File: config.mk
export PLATFORM = sky130hd
export DESIGN_NAME = m_axi_read_arbiter
export DESIGN_NICKNAME = d
export VERILOG_FILES = /design/src/rtl/m_axi_read_arbiter.sv
export SDC_FILE = /design/constraint.sdc
export NUM_CORES = 1
export LEC_CHECK = 0
export ABC_AREA = 1
export CORE_MARGIN = 4
export CORE_UTILIZATION = 40
export DETAILED_ROUTE_END_ITERATION = 10
export GPL_ROUTABILITY_DRIVEN = 0
export PLACE_DENSITY_LB_ADDON = 0.25
export SLEW_MARGIN = 20
export SYNTH_ARGS = -nofsm -noshare
export SYNTH_HDL_FRONTEND = slang
export SYNTH_SLANG_ARGS = --single-unit
File: constraint.sdc
create_clock -name clk -period 4.1 [get_ports clk]
set_clock_uncertainty 0.15 [all_clocks]
set_input_delay 0.82 -clock clk [delete_from_list [all_inputs] [get_ports clk]]
set_output_delay 0.82 -clock clk [all_outputs]
set_load 0.01 [all_outputs]
File: src/rtl/m_axi_read_arbiter.sv
`default_nettype none
// ============================================================================
// Module      : m_axi_read_arbiter
// Description : Round-robin arbiter that shares a single AXI4-Lite read master
//               port among NUM_REQ sequencer-side requesters. Only one read
//               is in flight at a time. The read data and response are routed
//               back to the requester that was granted.
//
// Ports
//   clk, reset        : rising-edge clock, synchronous active-high reset
//   req_valid[i]      : read request from requester i
//   req_addr          : packed addresses, requester i at [i*AW +: AW]
//   req_ready         : one-hot accept pulse (combinational, IDLE only)
//   rsp_valid         : one-hot response pulse (registered)
//   rsp_data/rsp_resp : shared response payload, held until the next response
//   busy              : high whenever the FSM is not IDLE
//   prof_busy_cnt     : saturating busy-cycle counter (profiling build only)
//   M_AXI_*           : AXI4-Lite read address / read data channels
//
// Build option
//   M_AXI_READ_ARB_PROFILE_EN : when defined, prof_busy_cnt counts cycles
//                               spent outside IDLE and saturates at all-ones.
//                               When undefined, prof_busy_cnt is tied to 0.
//
// Revision    : 1.0 - initial release
// ============================================================================
module m_axi_read_arbiter #(
  parameter int NUM_REQ         = 4,
  parameter int IDX_WIDTH       = 2,
  parameter int GLOB_ADDR_WIDTH = 32,
  parameter int GLOB_DATA_WIDTH = 32,
  parameter int PROF_WIDTH      = 32
) (
  input  logic                                 clk,
  input  logic                                 reset,
  input  logic [NUM_REQ-1:0]                   req_valid,
  input  logic [NUM_REQ*GLOB_ADDR_WIDTH-1:0]   req_addr,
  output logic [NUM_REQ-1:0]                   req_ready,
  output logic [NUM_REQ-1:0]                   rsp_valid,
  output logic [GLOB_DATA_WIDTH-1:0]           rsp_data,
  output logic [1:0]                           rsp_resp,
  output logic                                 busy,
  output logic [PROF_WIDTH-1:0]                prof_busy_cnt,
  output logic [GLOB_ADDR_WIDTH-1:0]           M_AXI_ARADDR,
  output logic                                 M_AXI_ARVALID,
  input  logic                                 M_AXI_ARREADY,
  input  logic [GLOB_DATA_WIDTH-1:0]           M_AXI_RDATA,
  input  logic [1:0]                           M_AXI_RRESP,
  input  logic                                 M_AXI_RVALID,
  output logic                                 M_AXI_RREADY
);

  typedef enum logic [1:0] {
    ST_IDLE = 2'd0,
    ST_ADDR = 2'd1,
    ST_DATA = 2'd2
  } state_t;

  state_t                       state_q, state_d;
  logic [IDX_WIDTH-1:0]         ptr_q, ptr_d;
  logic [IDX_WIDTH-1:0]         gnt_q, gnt_d;
  logic [GLOB_ADDR_WIDTH-1:0]   araddr_q, araddr_d;
  logic [GLOB_DATA_WIDTH-1:0]   rsp_data_q, rsp_data_d;
  logic [1:0]                   rsp_resp_q, rsp_resp_d;
  logic [NUM_REQ-1:0]           rsp_valid_q, rsp_valid_d;

  logic                         sel_found;
  logic [IDX_WIDTH-1:0]         sel_idx;
  logic [IDX_WIDTH-1:0]         cand;

  // Round-robin pick: scan ptr+1, ptr+2, ... (mod NUM_REQ) and take the
  // first active request. ptr holds the last granted index, so the previous
  // winner is examined last and therefore has the lowest priority.
  always_comb begin
    sel_found = 1'b0;
    sel_idx   = '0;
    cand      = '0;
    for (int k = 1; k <= NUM_REQ; k++) begin
      cand = IDX_WIDTH'((int'(ptr_q) + k) % NUM_REQ);
      if (!sel_found && req_valid[cand]) begin
        sel_found = 1'b1;
        sel_idx   = cand;
      end
    end
  end

  // Next-state and output logic
  always_comb begin
    state_d     = state_q;
    ptr_d       = ptr_q;
    gnt_d       = gnt_q;
    araddr_d    = araddr_q;
    rsp_data_d  = rsp_data_q;
    rsp_resp_d  = rsp_resp_q;
    rsp_valid_d = '0;
    req_ready   = '0;

    case (state_q)
      ST_IDLE: begin
        if (sel_found) begin
          req_ready[sel_idx] = 1'b1;
          araddr_d = req_addr[int'(sel_idx)*GLOB_ADDR_WIDTH +: GLOB_ADDR_WIDTH];
          gnt_d    = sel_idx;
          ptr_d    = sel_idx;
          state_d  = ST_ADDR;
        end
      end
      ST_ADDR: begin
        if (M_AXI_ARREADY) begin
          state_d = ST_DATA;
        end
      end
      ST_DATA: begin
        if (M_AXI_RVALID) begin
          rsp_data_d         = M_AXI_RDATA;
          rsp_resp_d         = M_AXI_RRESP;
          rsp_valid_d[gnt_q] = 1'b1;
          state_d            = ST_IDLE;
        end
      end
      default: begin
        state_d = ST_IDLE;
      end
    endcase
  end

  // State register. Reset abandons any transfer in progress; clearing
  // rsp_valid here guarantees a beat coinciding with reset is never reported.
  always_ff @(posedge clk) begin
    if (reset) begin
      state_q     <= ST_IDLE;
      ptr_q       <= IDX_WIDTH'(NUM_REQ - 1);
      gnt_q       <= '0;
      araddr_q    <= '0;
      rsp_data_q  <= '0;
      rsp_resp_q  <= '0;
      rsp_valid_q <= '0;
    end else begin
      state_q     <= state_d;
      ptr_q       <= ptr_d;
      gnt_q       <= gnt_d;
      araddr_q    <= araddr_d;
      rsp_data_q  <= rsp_data_d;
      rsp_resp_q  <= rsp_resp_d;
      rsp_valid_q <= rsp_valid_d;
    end
  end

  assign M_AXI_ARADDR  = araddr_q;
  assign M_AXI_ARVALID = (state_q == ST_ADDR);
  assign M_AXI_RREADY  = (state_q == ST_DATA);
  assign busy          = (state_q != ST_IDLE);
  assign rsp_valid     = rsp_valid_q;
  assign rsp_data      = rsp_data_q;
  assign rsp_resp      = rsp_resp_q;

`ifdef M_AXI_READ_ARB_PROFILE_EN
  logic [PROF_WIDTH-1:0] prof_cnt_q;

  // Saturating busy-cycle counter; only reset clears it.
  always_ff @(posedge clk) begin
    if (reset) begin
      prof_cnt_q <= '0;
    end else if ((state_q != ST_IDLE) && (prof_cnt_q != {PROF_WIDTH{1'b1}})) begin
      prof_cnt_q <= prof_cnt_q + PROF_WIDTH'(1);
    end
  end

  assign prof_busy_cnt = prof_cnt_q;
`else
  assign prof_busy_cnt = '0;
`endif

endmodule
`default_nettype wire
==> results.cfg <==
[run_status]
status = finished, final reports clean

[grt]
grt_max_degree = 67
grt_overflow = 0
grt_usage_pct = 22.3
antenna_found_initial = 0
grt_pass1_wl_mm = 25.7
grt_pass1_vias = 5124

[setup_path]
cp_max_fo = 4
startpoint_type = primary input
cpPeakStageDelay_ns = 0.57
worstPathCellList = clkdlybuf4s50_1 -> nand2_1 -> nand2_1 -> nand2_1 -> nand2_1 -> inv_1 -> nand3_2 -> nand2_1 -> inv_2 -> nand2_1 -> nor2_1 -> clkdlybuf4s50_1
required_ns = 3.13
startpoint = req_valid[0]
rr_startpoint = ptr_q[0]
cp_common_cell = nand2_1
crit_slowest_cell = clkdlybuf4s50_1
worst_setup_path_end_kind = primary output
arrival_ns = 2.91
critical_path_class = in2out

[place]
dp_cells = 1216
hpwl_mm = 11.7
port_buffers = 246

[timing]
hold_viol_final = 0
tightest_slew_ns = 0.711
period_share_pct = 94.6
setup_viol = 0
rsz0062_at_grt = false
maxSlewHeadroom_pct = 52.6
fmaxAchievable_ghz = 0.258
period_needed_ns = 3.88
finalSetupTns_ns = 0
final_max_slew_viol_count = 0

[yosys]
synth_top_family_by_area = simple AND/OR/NAND/NOR gates
synth-seq-cells = 76
ys_async_sr_fraction_pct = 0
synthFlopType = dfxtp_1
synth_cell_types = 21
syn_area_per_cell_sq_um = 5.91
ys_warn_count = 0
ys_seq_area_share_pct = 30.4
synthMuxAreaShare_pct = 0
netlist_area_sq_mm = 0.00501
synth_compound_area_share_pct = 4.22
synthSimpleGateAreaFrac_pct = 40.4
synthAdderAreaFrac_pct = 0
synthXorXnorAreaFrac_pct = 0
synth_edf_count = 0
synth_cells = 847

[detailed_routing]
first_iter_violations = 352
drcViolationCount = 0
vias = 5603
ant_nets = 0
first_pass_iters = 4
routed_via_density = 4.55
wl_mm = 16.4
wire_per_inst_um = 13.3

[clocking]
htreeDepth = 3
clk_latency_ns = 0.34
cts_tree = yes
cts_resized = 0
cts_hold_buf = 0
cts_made_buffers = 9
cts_sinks = 76
cts_root_buf = clkbuf_16
cts_setup_buffers = 0
clk_path_buf_depth = 2
clk_pin_slew_ns = 0.06

[hold_path]
hold_start = rsp_data[12]
hold_class = reg2reg

[run]
drv_cap = 0

[pwr]
p_leak_nw = 3.81
peakVddDrop_v = 0.000540
p_per_area_mw_per_mm2 = 670

[die]
die_area_sq_mm = 0.0144
ioPinCount = 279
fp-row-count = 40
core_area_sq_mm = 0.0121
initial_core_util_pct = 41.3
die_h_um = 120
die_w_um = 120

[cells_and_area]
syn2layout_area_growth_pct = 52.2
nets = 1229
antennaDiodeCount = 0
drive_gt1_share_pct = 4.23
utilization_pct = 62.9
final_cells = 1232
worst max-delay path, delay by kind of cell:
family	cells	cell delay [ns]
buffers and inverters	4	1.29
AND/OR/NAND/NOR	8	0.80
registers in the layout, indices dropped and copies added, names as in the netlist:
| name | count |
|---|---|
| M_AXI_ARADDR | 32 |
| rsp_resp | 2 |
| gnt_q | 2 |
| state_q | 2 |
| rsp_data | 32 |
| rsp_valid | 4 |
| ptr_q | 2 |
final timing paths:
check	end	slack [ns]	cells after the start
worst min register to register	rsp_data[12]	0.31	2
worst max register to register	M_AXI_ARADDR[31]	1.41	16
worst min-delay path	rsp_data[12]	0.31	2
worst max-delay path	req_ready[3]	0.22	12
cells by family after synthesis:
family                 Yosys count
buffers and inverters          268
flip-flops                      76
AO/OA/AOI/OAI                   41
other                            1
AND/OR/NAND/NOR                461
power by group:
group          total [W]  leakage, nW  internal, W  switching (W)
clock network   0.000836        0.143     0.000480       0.000355
registers       0.000999        0.623     0.000906      0.0000930
logic            0.00327         3.05      0.00124        0.00203
total            0.00510         3.81      0.00263        0.00248
stage by stage:
step | total power (W) | setup WS, ns | cell area, sq um | hold WS (ns)
6_report | 0.00510 | 0.220 | 7620 | 0.309
5_1_grt | 0.00561 | 0.0890 | 7620 | 0.325
4_1_cts | 0.00515 | 0.244 | 7620 | 0.311
3_5_place_dp | 0.00429 | 0.259 | 7310 | 0.301
3_3_place_gp | 0.00426 | 0.332 | 7310 | 0.298
2_1_floorplan | 0.00349 | 1.19 | 5120 | 0.292
final cells by class:
type | instances | area (sq um)
fillers | 1185 | 4490
inverters | 181 | 682
clock buffers | 9 | 225
flip-flops and latches | 76 | 1520
multi-input cells | 534 | 2360
well taps | 168 | 210
repair buffers | 257 | 2540
clock inverters | 7 | 80.1
per-layer routing:
layer / up-vias / track usage (%) / routed length [um]
met5: - / 0 / 0
met4: 0 / 7.02 / 278
met3: 16 / 8.15 / 1590
met2: 202 / 39.0 / 8190
met1: 2460 / 25.3 / 6380
li1: 2925 / - / -
synth_stat cells, types with 4 or more instances:
library cell  count  area, sq um
inv_2             4         15.0
nand2_1         175          657
buf_1             5         18.8
clkbuf_1         16         60.1
nor2_1           74          278
buf_2            17         85.1
buf_4            40          300
a21oi_1          38          190
dfxtp_1          76         1520
inv_1           176          661
buf_6             9          101
nand2_2           5         31.3
nand3_1         198          991
nor3_1            4         20.0
layout by cell type (no fill, tap or decap):
| master | instances |
|---|---|
| a21oi_1 | 38 |
| a31oi_1 | 1 |
| buf_2 | 1 |
| buf_4 | 11 |
| bufinv_16 | 1 |
| clkbuf_16 | 9 |
| clkdlybuf4s50_1 | 245 |
| clkinvlp_4 | 2 |
| conb_1 | 32 |
| dfxtp_1 | 76 |
| inv_1 | 176 |
| inv_2 | 4 |
| inv_4 | 1 |
| inv_6 | 4 |
| nand2_1 | 174 |
| nand2_2 | 6 |
| nand3_1 | 198 |
| nand3_2 | 1 |
| nor2_1 | 73 |
| nor2_2 | 3 |
| nor2_4 | 2 |
| nor3_1 | 4 |
| o211ai_1 | 2 |
(Power assumes the default switching activity.)
